==> config.mk <==
export PLATFORM = sky130hd
export DESIGN_NAME = bsg_mem_nr1w_sync_flat
export DESIGN_NICKNAME = d
export VERILOG_FILES = /design/src/rtl/bsg_mem_nr1w_pkg.sv /design/src/rtl/bsg_mem_nr1w_sync_if.sv /design/src/rtl/bsg_mem_nr1w_read_port.sv /design/src/rtl/bsg_mem_nr1w_sync.sv /design/src/flat_wrapper.sv
export SDC_FILE = /design/constraint.sdc
export NUM_CORES = 1
export LEC_CHECK = 0
export BUFFER_PORTS_ARGS = -buffer_cell sky130_fd_sc_hd__buf_2
export CORE_UTILIZATION = 44
export CTS_CLUSTER_SIZE = 8
export DETAILED_ROUTE_END_ITERATION = 16
export GPL_TIMING_DRIVEN = 0
export SKIP_CTS_REPAIR_TIMING = 1
export SLEW_MARGIN = 10
export SYNTH_ARGS = -nofsm -noshare
export SYNTH_HDL_FRONTEND = slang
export SYNTH_SLANG_ARGS = --single-unit
==> constraint.sdc <==
create_clock -name clk_i -period 2.26 [get_ports clk_i]
set_input_delay 0 -clock clk_i [delete_from_list [all_inputs] [get_ports clk_i]]
set_output_delay 0 -clock clk_i [all_outputs]
set_load 0.01 [all_outputs]
==> src/rtl/bsg_mem_nr1w_pkg.sv <==
// Shared constants and helpers for the multi-read-port synchronous register file.
package bsg_mem_nr1w_pkg;

  localparam int e_bypass_off = 0;
  localparam int e_bypass_on  = 1;

  // Address width that stays at least one bit wide for single-entry memories.
  function automatic int safe_clog2(input int n);
    return (n <= 1) ? 1 : $clog2(n);
  endfunction

  // LSB offset of port 'port' inside a packed per-port bus of 'w'-bit fields.
  function automatic int slice_lsb(input int port, input int w);
    return port * w;
  endfunction

endpackage

==> src/rtl/bsg_mem_nr1w_sync_if.sv <==
// Bus bundle between a client and the nr1w memory: one masked write port and
// num_rd_p read ports packed side by side.
interface bsg_mem_nr1w_sync_if #(
  parameter int width_p  = 8,
  parameter int els_p    = 6,
  parameter int num_rd_p = 1,
  localparam int addr_width_lp = bsg_mem_nr1w_pkg::safe_clog2(els_p)
);
  // Handshake: w_v_i commits a write at the rising edge it is seen on; r_v_i[i]
  // is a request that is always accepted, and r_v_o[i] marks the result one
  // cycle later. There is no backpressure in either direction.
  logic                               w_v_i;
  logic [addr_width_lp-1:0]           w_addr_i;
  logic [width_p-1:0]                 w_data_i;
  logic [width_p-1:0]                 w_mask_i;
  logic [num_rd_p-1:0]                r_v_i;
  logic [num_rd_p*addr_width_lp-1:0]  r_addr_i;
  logic [num_rd_p*width_p-1:0]        r_data_o;
  logic [num_rd_p-1:0]                r_v_o;
  logic [num_rd_p-1:0]                r_init_o;
  logic                               err_o;

  modport master (
    output w_v_i, w_addr_i, w_data_i, w_mask_i, r_v_i, r_addr_i,
    input  r_data_o, r_v_o, r_init_o, err_o
  );

  modport slave (
    input  w_v_i, w_addr_i, w_data_i, w_mask_i, r_v_i, r_addr_i,
    output r_data_o, r_v_o, r_init_o, err_o
  );
endinterface

==> src/rtl/bsg_mem_nr1w_read_port.sv <==
// One synchronous read port: range check, write collision mux and the
// registered data/valid/init outputs.
module bsg_mem_nr1w_read_port
  import bsg_mem_nr1w_pkg::*;
#(
  parameter int width_p       = 8,
  parameter int els_p         = 6,
  parameter int bypass_p      = e_bypass_off,
  parameter int addr_width_lp = safe_clog2(els_p)
) (
  input  logic                     clk_i,
  input  logic                     reset_n_i,
  input  logic                     r_v,
  input  logic [addr_width_lp-1:0] r_addr,
  input  logic [width_p-1:0]       entry_data,
  input  logic                     entry_init,
  input  logic                     w_v,
  input  logic [addr_width_lp-1:0] w_addr,
  input  logic [width_p-1:0]       w_merged,
  input  logic                     w_init_set,
  output logic [width_p-1:0]       q_data,
  output logic                     q_v,
  output logic                     q_init,
  output logic                     oor
);

  logic               in_range;
  logic               collide;
  logic               use_bypass;
  logic [width_p-1:0] next_data;
  logic               next_init;

  assign in_range   = 32'(r_addr) < 32'(els_p);
  assign collide    = w_v & in_range & (w_addr == r_addr);
  assign use_bypass = (bypass_p == e_bypass_on) && collide;

  // Without bypass the array still holds pre-write contents this cycle, so the
  // plain entry lookup already yields the old value on a collision.
  assign next_data = !in_range  ? '0 :
                     use_bypass ? w_merged : entry_data;
  assign next_init = in_range & (use_bypass ? (entry_init | w_init_set) : entry_init);
  assign oor       = r_v & ~in_range;

  always_ff @(posedge clk_i or negedge reset_n_i) begin
    if (!reset_n_i) begin
      q_v    <= 1'b0;
      q_data <= '0;
      q_init <= 1'b0;
    end else begin
      q_v <= r_v;
      if (r_v) begin
        q_data <= next_data;
        q_init <= next_init;
      end
    end
  end

endmodule

==> src/rtl/bsg_mem_nr1w_sync.sv <==
// Register file with one masked write port, num_rd_p 1-cycle synchronous read
// ports, per-entry written-since-reset bits and a sticky out-of-range flag.
module bsg_mem_nr1w_sync
  import bsg_mem_nr1w_pkg::*;
#(
  parameter int width_p  = 8,
  parameter int els_p    = 6,
  parameter int num_rd_p = 1,
  parameter int bypass_p = e_bypass_off,
  localparam int addr_width_lp = safe_clog2(els_p)
) (
  input  logic                 clk_i,
  input  logic                 reset_n_i,
  bsg_mem_nr1w_sync_if.slave   mem_if
);

  if (width_p <= 0 || els_p <= 0 || num_rd_p <= 0) begin : g_bad_params
    $error("bsg_mem_nr1w_sync: width_p, els_p and num_rd_p must all be positive");
  end

  logic [width_p-1:0]  mem [els_p];
  logic [els_p-1:0]    init_r;
  logic                err_r;
  logic                w_in_range;
  logic                w_commit;
  logic                w_init_set;
  logic [width_p-1:0]  w_merged;
  logic [num_rd_p-1:0] rd_err;

  assign w_in_range = 32'(mem_if.w_addr_i) < 32'(els_p);
  assign w_commit   = mem_if.w_v_i & w_in_range;
  assign w_init_set = |mem_if.w_mask_i;
  assign w_merged   = (mem[mem_if.w_addr_i] & ~mem_if.w_mask_i)
                    | (mem_if.w_data_i & mem_if.w_mask_i);

  // The array has no reset value; it only has to hold still while reset is low.
  always_ff @(posedge clk_i or negedge reset_n_i) begin
    if (!reset_n_i) begin
      init_r <= '0;
      err_r  <= 1'b0;
    end else begin
      if (w_commit) begin
        mem[mem_if.w_addr_i] <= w_merged;
        if (w_init_set) init_r[mem_if.w_addr_i] <= 1'b1;
      end
      if ((mem_if.w_v_i & ~w_in_range) | (|rd_err)) err_r <= 1'b1;
    end
  end

  assign mem_if.err_o = err_r;

  for (genvar i = 0; i < num_rd_p; i++) begin : g_rd
    localparam int a_lsb = slice_lsb(i, addr_width_lp);
    localparam int d_lsb = slice_lsb(i, width_p);

    logic [addr_width_lp-1:0] r_addr;
    logic [width_p-1:0]       entry_data;
    logic                     entry_init;
    logic [width_p-1:0]       q_data;
    logic                     q_v;
    logic                     q_init;

    assign r_addr     = mem_if.r_addr_i[a_lsb +: addr_width_lp];
    assign entry_data = mem[r_addr];
    assign entry_init = init_r[r_addr];

    bsg_mem_nr1w_read_port #(
      .width_p      (width_p),
      .els_p        (els_p),
      .bypass_p     (bypass_p),
      .addr_width_lp(addr_width_lp)
    ) u_rd (
      .clk_i      (clk_i),
      .reset_n_i  (reset_n_i),
      .r_v        (mem_if.r_v_i[i]),
      .r_addr     (r_addr),
      .entry_data (entry_data),
      .entry_init (entry_init),
      .w_v        (mem_if.w_v_i),
      .w_addr     (mem_if.w_addr_i),
      .w_merged   (w_merged),
      .w_init_set (w_init_set),
      .q_data     (q_data),
      .q_v        (q_v),
      .q_init     (q_init),
      .oor        (rd_err[i])
    );

    assign mem_if.r_data_o[d_lsb +: width_p] = q_data;
    assign mem_if.r_v_o[i]                   = q_v;
    assign mem_if.r_init_o[i]                = q_init;
  end

  // Valid strobes must be known whenever the memory is out of reset.
  a_valid_known: assert property (@(posedge clk_i) disable iff (!reset_n_i)
                                  !$isunknown({mem_if.w_v_i, mem_if.r_v_i}))
    else $error("bsg_mem_nr1w_sync: X on w_v_i or r_v_i");

endmodule

==> src/flat_wrapper.sv <==
// flat-port wrapper written by rule: the top's interface ports become plain ports
module bsg_mem_nr1w_sync_flat import bsg_mem_nr1w_pkg::*;
#(
  parameter int width_p  = 8,
  parameter int els_p    = 6,
  parameter int num_rd_p = 1,
  parameter int bypass_p = e_bypass_off,
  localparam int addr_width_lp = safe_clog2(els_p)
)
  (clk_i, reset_n_i, mem_if_w_v_i, mem_if_w_addr_i, mem_if_w_data_i, mem_if_w_mask_i, mem_if_r_v_i, mem_if_r_addr_i, mem_if_r_data_o, mem_if_r_v_o, mem_if_r_init_o, mem_if_err_o);
  bsg_mem_nr1w_sync_if #(.width_p(width_p), .els_p(els_p), .num_rd_p(num_rd_p)) mem_if_i ();
  input  logic clk_i;
  input  logic reset_n_i;
  input wire logic [$bits(mem_if_i.w_v_i)-1:0] mem_if_w_v_i;
  input wire logic [$bits(mem_if_i.w_addr_i)-1:0] mem_if_w_addr_i;
  input wire logic [$bits(mem_if_i.w_data_i)-1:0] mem_if_w_data_i;
  input wire logic [$bits(mem_if_i.w_mask_i)-1:0] mem_if_w_mask_i;
  input wire logic [$bits(mem_if_i.r_v_i)-1:0] mem_if_r_v_i;
  input wire logic [$bits(mem_if_i.r_addr_i)-1:0] mem_if_r_addr_i;
  output wire logic [$bits(mem_if_i.r_data_o)-1:0] mem_if_r_data_o;
  output wire logic [$bits(mem_if_i.r_v_o)-1:0] mem_if_r_v_o;
  output wire logic [$bits(mem_if_i.r_init_o)-1:0] mem_if_r_init_o;
  output wire logic [$bits(mem_if_i.err_o)-1:0] mem_if_err_o;
  assign mem_if_i.w_v_i = mem_if_w_v_i;
  assign mem_if_i.w_addr_i = mem_if_w_addr_i;
  assign mem_if_i.w_data_i = mem_if_w_data_i;
  assign mem_if_i.w_mask_i = mem_if_w_mask_i;
  assign mem_if_i.r_v_i = mem_if_r_v_i;
  assign mem_if_i.r_addr_i = mem_if_r_addr_i;
  assign mem_if_r_data_o = mem_if_i.r_data_o;
  assign mem_if_r_v_o = mem_if_i.r_v_o;
  assign mem_if_r_init_o = mem_if_i.r_init_o;
  assign mem_if_err_o = mem_if_i.err_o;
  bsg_mem_nr1w_sync #(.width_p(width_p), .els_p(els_p), .num_rd_p(num_rd_p), .bypass_p(bypass_p)) u_core (.clk_i(clk_i), .reset_n_i(reset_n_i), .mem_if(mem_if_i));
endmodule
==> flow_summary.yaml <==
outcome:
  status: "complete, no violations"
placed_design:
  gp_congestion: 0.861
  port_buffers: 33
  place_worst_setup_slack_ps: -105
  dp_hpwl_um: 5390
run:
  maxCapViolations: 0
grt:
  grt_max_degree: 20
  overflow: 0
  grt_pass1_vias: 2146
  gr-usage-all-layers_pct: 23.2
  grt_pass1_wl_um: 12000
  antenna_found_initial: 0
setup_path:
  slowest_delay_ps: 810
  crit_type: "primary input to register"
  rrSetupSlack_ps: 520
  worstRegToRegCells: 3
  crit_slowest_cell: "nor2_1"
  crit_path_end_kind: "register"
  cp-start-kind: "primary input"
  path_buf_inv: 2
  timing.rr.end: "u_core.mem[2][1]$_DFFE_PP_"
  cp.depth: 4
  required_ps: 2230
  crit_start: "mem_if_w_addr_i[2]"
  reg2reg_from: "u_core.mem[3][1]$_DFFE_PP_"
  crit_arrival_ps: 1990
  crit_chain: "clkbuf_1 > buf_1 > nand2_1 > nor2_1"
  crit_fanout: 10
  crit_end: "u_core.mem[4][6]$_DFFE_PP_"
  critPathTopFamily: "simple AND/OR/NAND/NOR gates"
synthesis:
  synth_edf_count: 48
  syn-cell-area_mm2: 0.00313
  synth_top_area_share_pct: 46.0
  synth.yosys.seq_area_share_pct: 59.6
  avgSynthCellArea_um2: 13.7
  synth_area_leaders: "edfxtp_1 46%, dfrtp_1 14%, mux2_2 5.0%"
  yosysUniqueCellTypes: 40
  synth-warning-count: 0
  async_reset_ff_share_pct: 26.2
  synth_nets: 254
  synth_top_cell_by_area: "edfxtp_1"
  synth_seq_cells: 65
  ys.flop_type: "edfxtp_1"
  syn_inst: 228
detailed_routing:
  routed_wl_um: 8160
  viasPerCell: 5.89
  routedWlPerCell_um: 21.6
  met3_length_um: 728
  top_layer: "met4"
  firstDrtPassIters: 4
  met2_length_um: 3780
  wl_met1_um: 3490
  drtAntennaViolNets: 0
  drc: 0
  vias: 2220
  drtIter0Drc: 147
finish:
  syn_to_final_growth_pct: 16.3
  diodes: 0
  drive_gt1_share_pct: 28.5
  nNetsFinal: 302
clock_tree:
  tritoncts: "yes"
  cts_buffers: 9
  clkTransAtPathRegs_ps: 70
  ctsRootBufferMaster: "clkbuf_8"
  cts.path.max_buffers: 2
  clock-sinks: 65
  htreeDepth: 3
  clkLatencyLatePin_ps: 350
power_and_ir_drop:
  powerDensity_mw_per_mm2: 711
  p_leak_uw: 0.00133
  max-vdd-ir-drop_mv: 0.417
floorplanning:
  die_h_um: 86.4
  die_area_mm2: 0.00746
  fp.coreArea_mm2: 0.00683
  rows: 30
  ios: 37
  initial_core_util_pct: 45.9
  die_width_um: 86.4
timing:
  min_period_over_period_pct: 89.5
  finalSetupViolations: 0
  hold_violations: 0
  rsz0062_at_grt: "no"
  fin_skew_ps: 6.13
  fin_ws_ps: 237
  tightestPinTransition_ps: 1040
  hold_slack_ps: 42.9
  max_freq_mhz: 494
  slew_headroom_pct: 30.3
  slew_violations: 0
  post-route-min-period_ps: 2020
min_path:
  hold_path.class: "primary input to register"
[cell type report]
cell class | count | area (µm²)
Inverter | 8 | 30.0
Multi-Input combinational cell | 139 | 1170
Clock inverter | 4 | 43.8
Sequential cell | 65 | 1870
Clock buffer | 12 | 135
Tap cell | 96 | 120
Fill cell | 623 | 3190
Buffer | 16 | 77.6
Timing Repair Buffer | 37 | 203
[worst min path at each step]
stage,from,end,slack (ps),cells past startpoint
floorplan,reset_n_i,u_core.g_rd[0].u_rd.q_data[0]$_DFFE_PN0P_,-300,0
global placement,reset_n_i,u_core.g_rd[0].u_rd.q_data[6]$_DFFE_PN0P_,-30,1
detailed placement,reset_n_i,u_core.g_rd[0].u_rd.q_data[6]$_DFFE_PN0P_,-30,1
CTS,reset_n_i,u_core.g_rd[0].u_rd.q_v$_DFF_PN0_,-400,1
global route,mem_if_w_data_i[6],u_core.mem[5][6]$_DFFE_PP_,60,2
finish,mem_if_w_data_i[7],u_core.mem[4][7]$_DFFE_PP_,40,2
[where the power goes]
part	total [µW]	switching (µW)	internal [µW]	leakage, µW
registers	1350	21.1	1330	0.000622
clock network	947	443	504	0.0000918
logic	291	168	123	0.000613
[flip-flops by register name, summed over array words and instances (netlist names)]
| name | flops |
|---|---|
| u_core.mem | 48 |
| u_core.g_rd.u_rd.q_data | 8 |
| u_core.init_r | 6 |
| u_core.g_rd.u_rd.q_init | 1 |
| u_core.g_rd.u_rd.q_v | 1 |
| u_core.mem_if.err_o | 1 |
[logic make-up (layout without fill, tap and decap cells)]
logic type | after synthesis | after routing | share of synthesized area [%]
muxes | 41 | 41 | 16.4
DFF | 65 | 65 | 59.6
AOI/OAI and AO/OA | 43 | 43 | 11.1
and+or+nand+nor | 55 | 55 | 9.58
buffers and inverters | 24 | 77 | 3.43
[layout by cell type (no fill, tap or decap), types with 8 or more instances in the layout]
cell type,count
mux2i_1,13
mux2_2,14
clkbuf_1,10
nand2_1,10
dfrtp_1,17
mux2_1,8
edfxtp_1,48
buf_2,38
nor2_1,13
clkbuf_8,9
[synthesized netlist by cell type (2+ instances only)]
cell type	count
a2111oi_0	6
a21o_1	2
a21oi_1	2
a222oi_1	3
a32o_1	7
buf_1	2
buf_2	5
clkbuf_1	7
dfrtp_1	17
edfxtp_1	48
inv_1	7
mux2_1	8
mux2_2	14
mux2i_1	13
mux4_2	6
nand2_1	10
nand3_1	3
nand3b_1	6
nor2_1	13
nor2b_1	7
nor3_1	4
nor4_1	2
nor4b_1	6
o211ai_1	7
o21ai_0	5
o21bai_1	2
o31ai_1	2
or2_2	2
[per-layer routing]
metal | track usage [%] | up-vias
li1 | - | 993
met1 | 32.5 | 1108
met4 | 12.3 | 0
met3 | 5.05 | 14
met5 | 0 | -
met2 | 34.0 | 105
[through the flow]
stage                     cell area, µm²  instances  utilization, %  setup TNS [ps]  total power, µW
after floorplan                     3130        228               -               0             1550
after global placement              3420        357            50.1           -3210             1660
after detailed placement            3440        358            50.3           -1370             1660
after CTS                           3620        374            52.9               0             2590
after global routing                3650        377            53.4               0             2670
final                               3650        377            53.4               0             2590
Power figures use the tool's default switching activity.
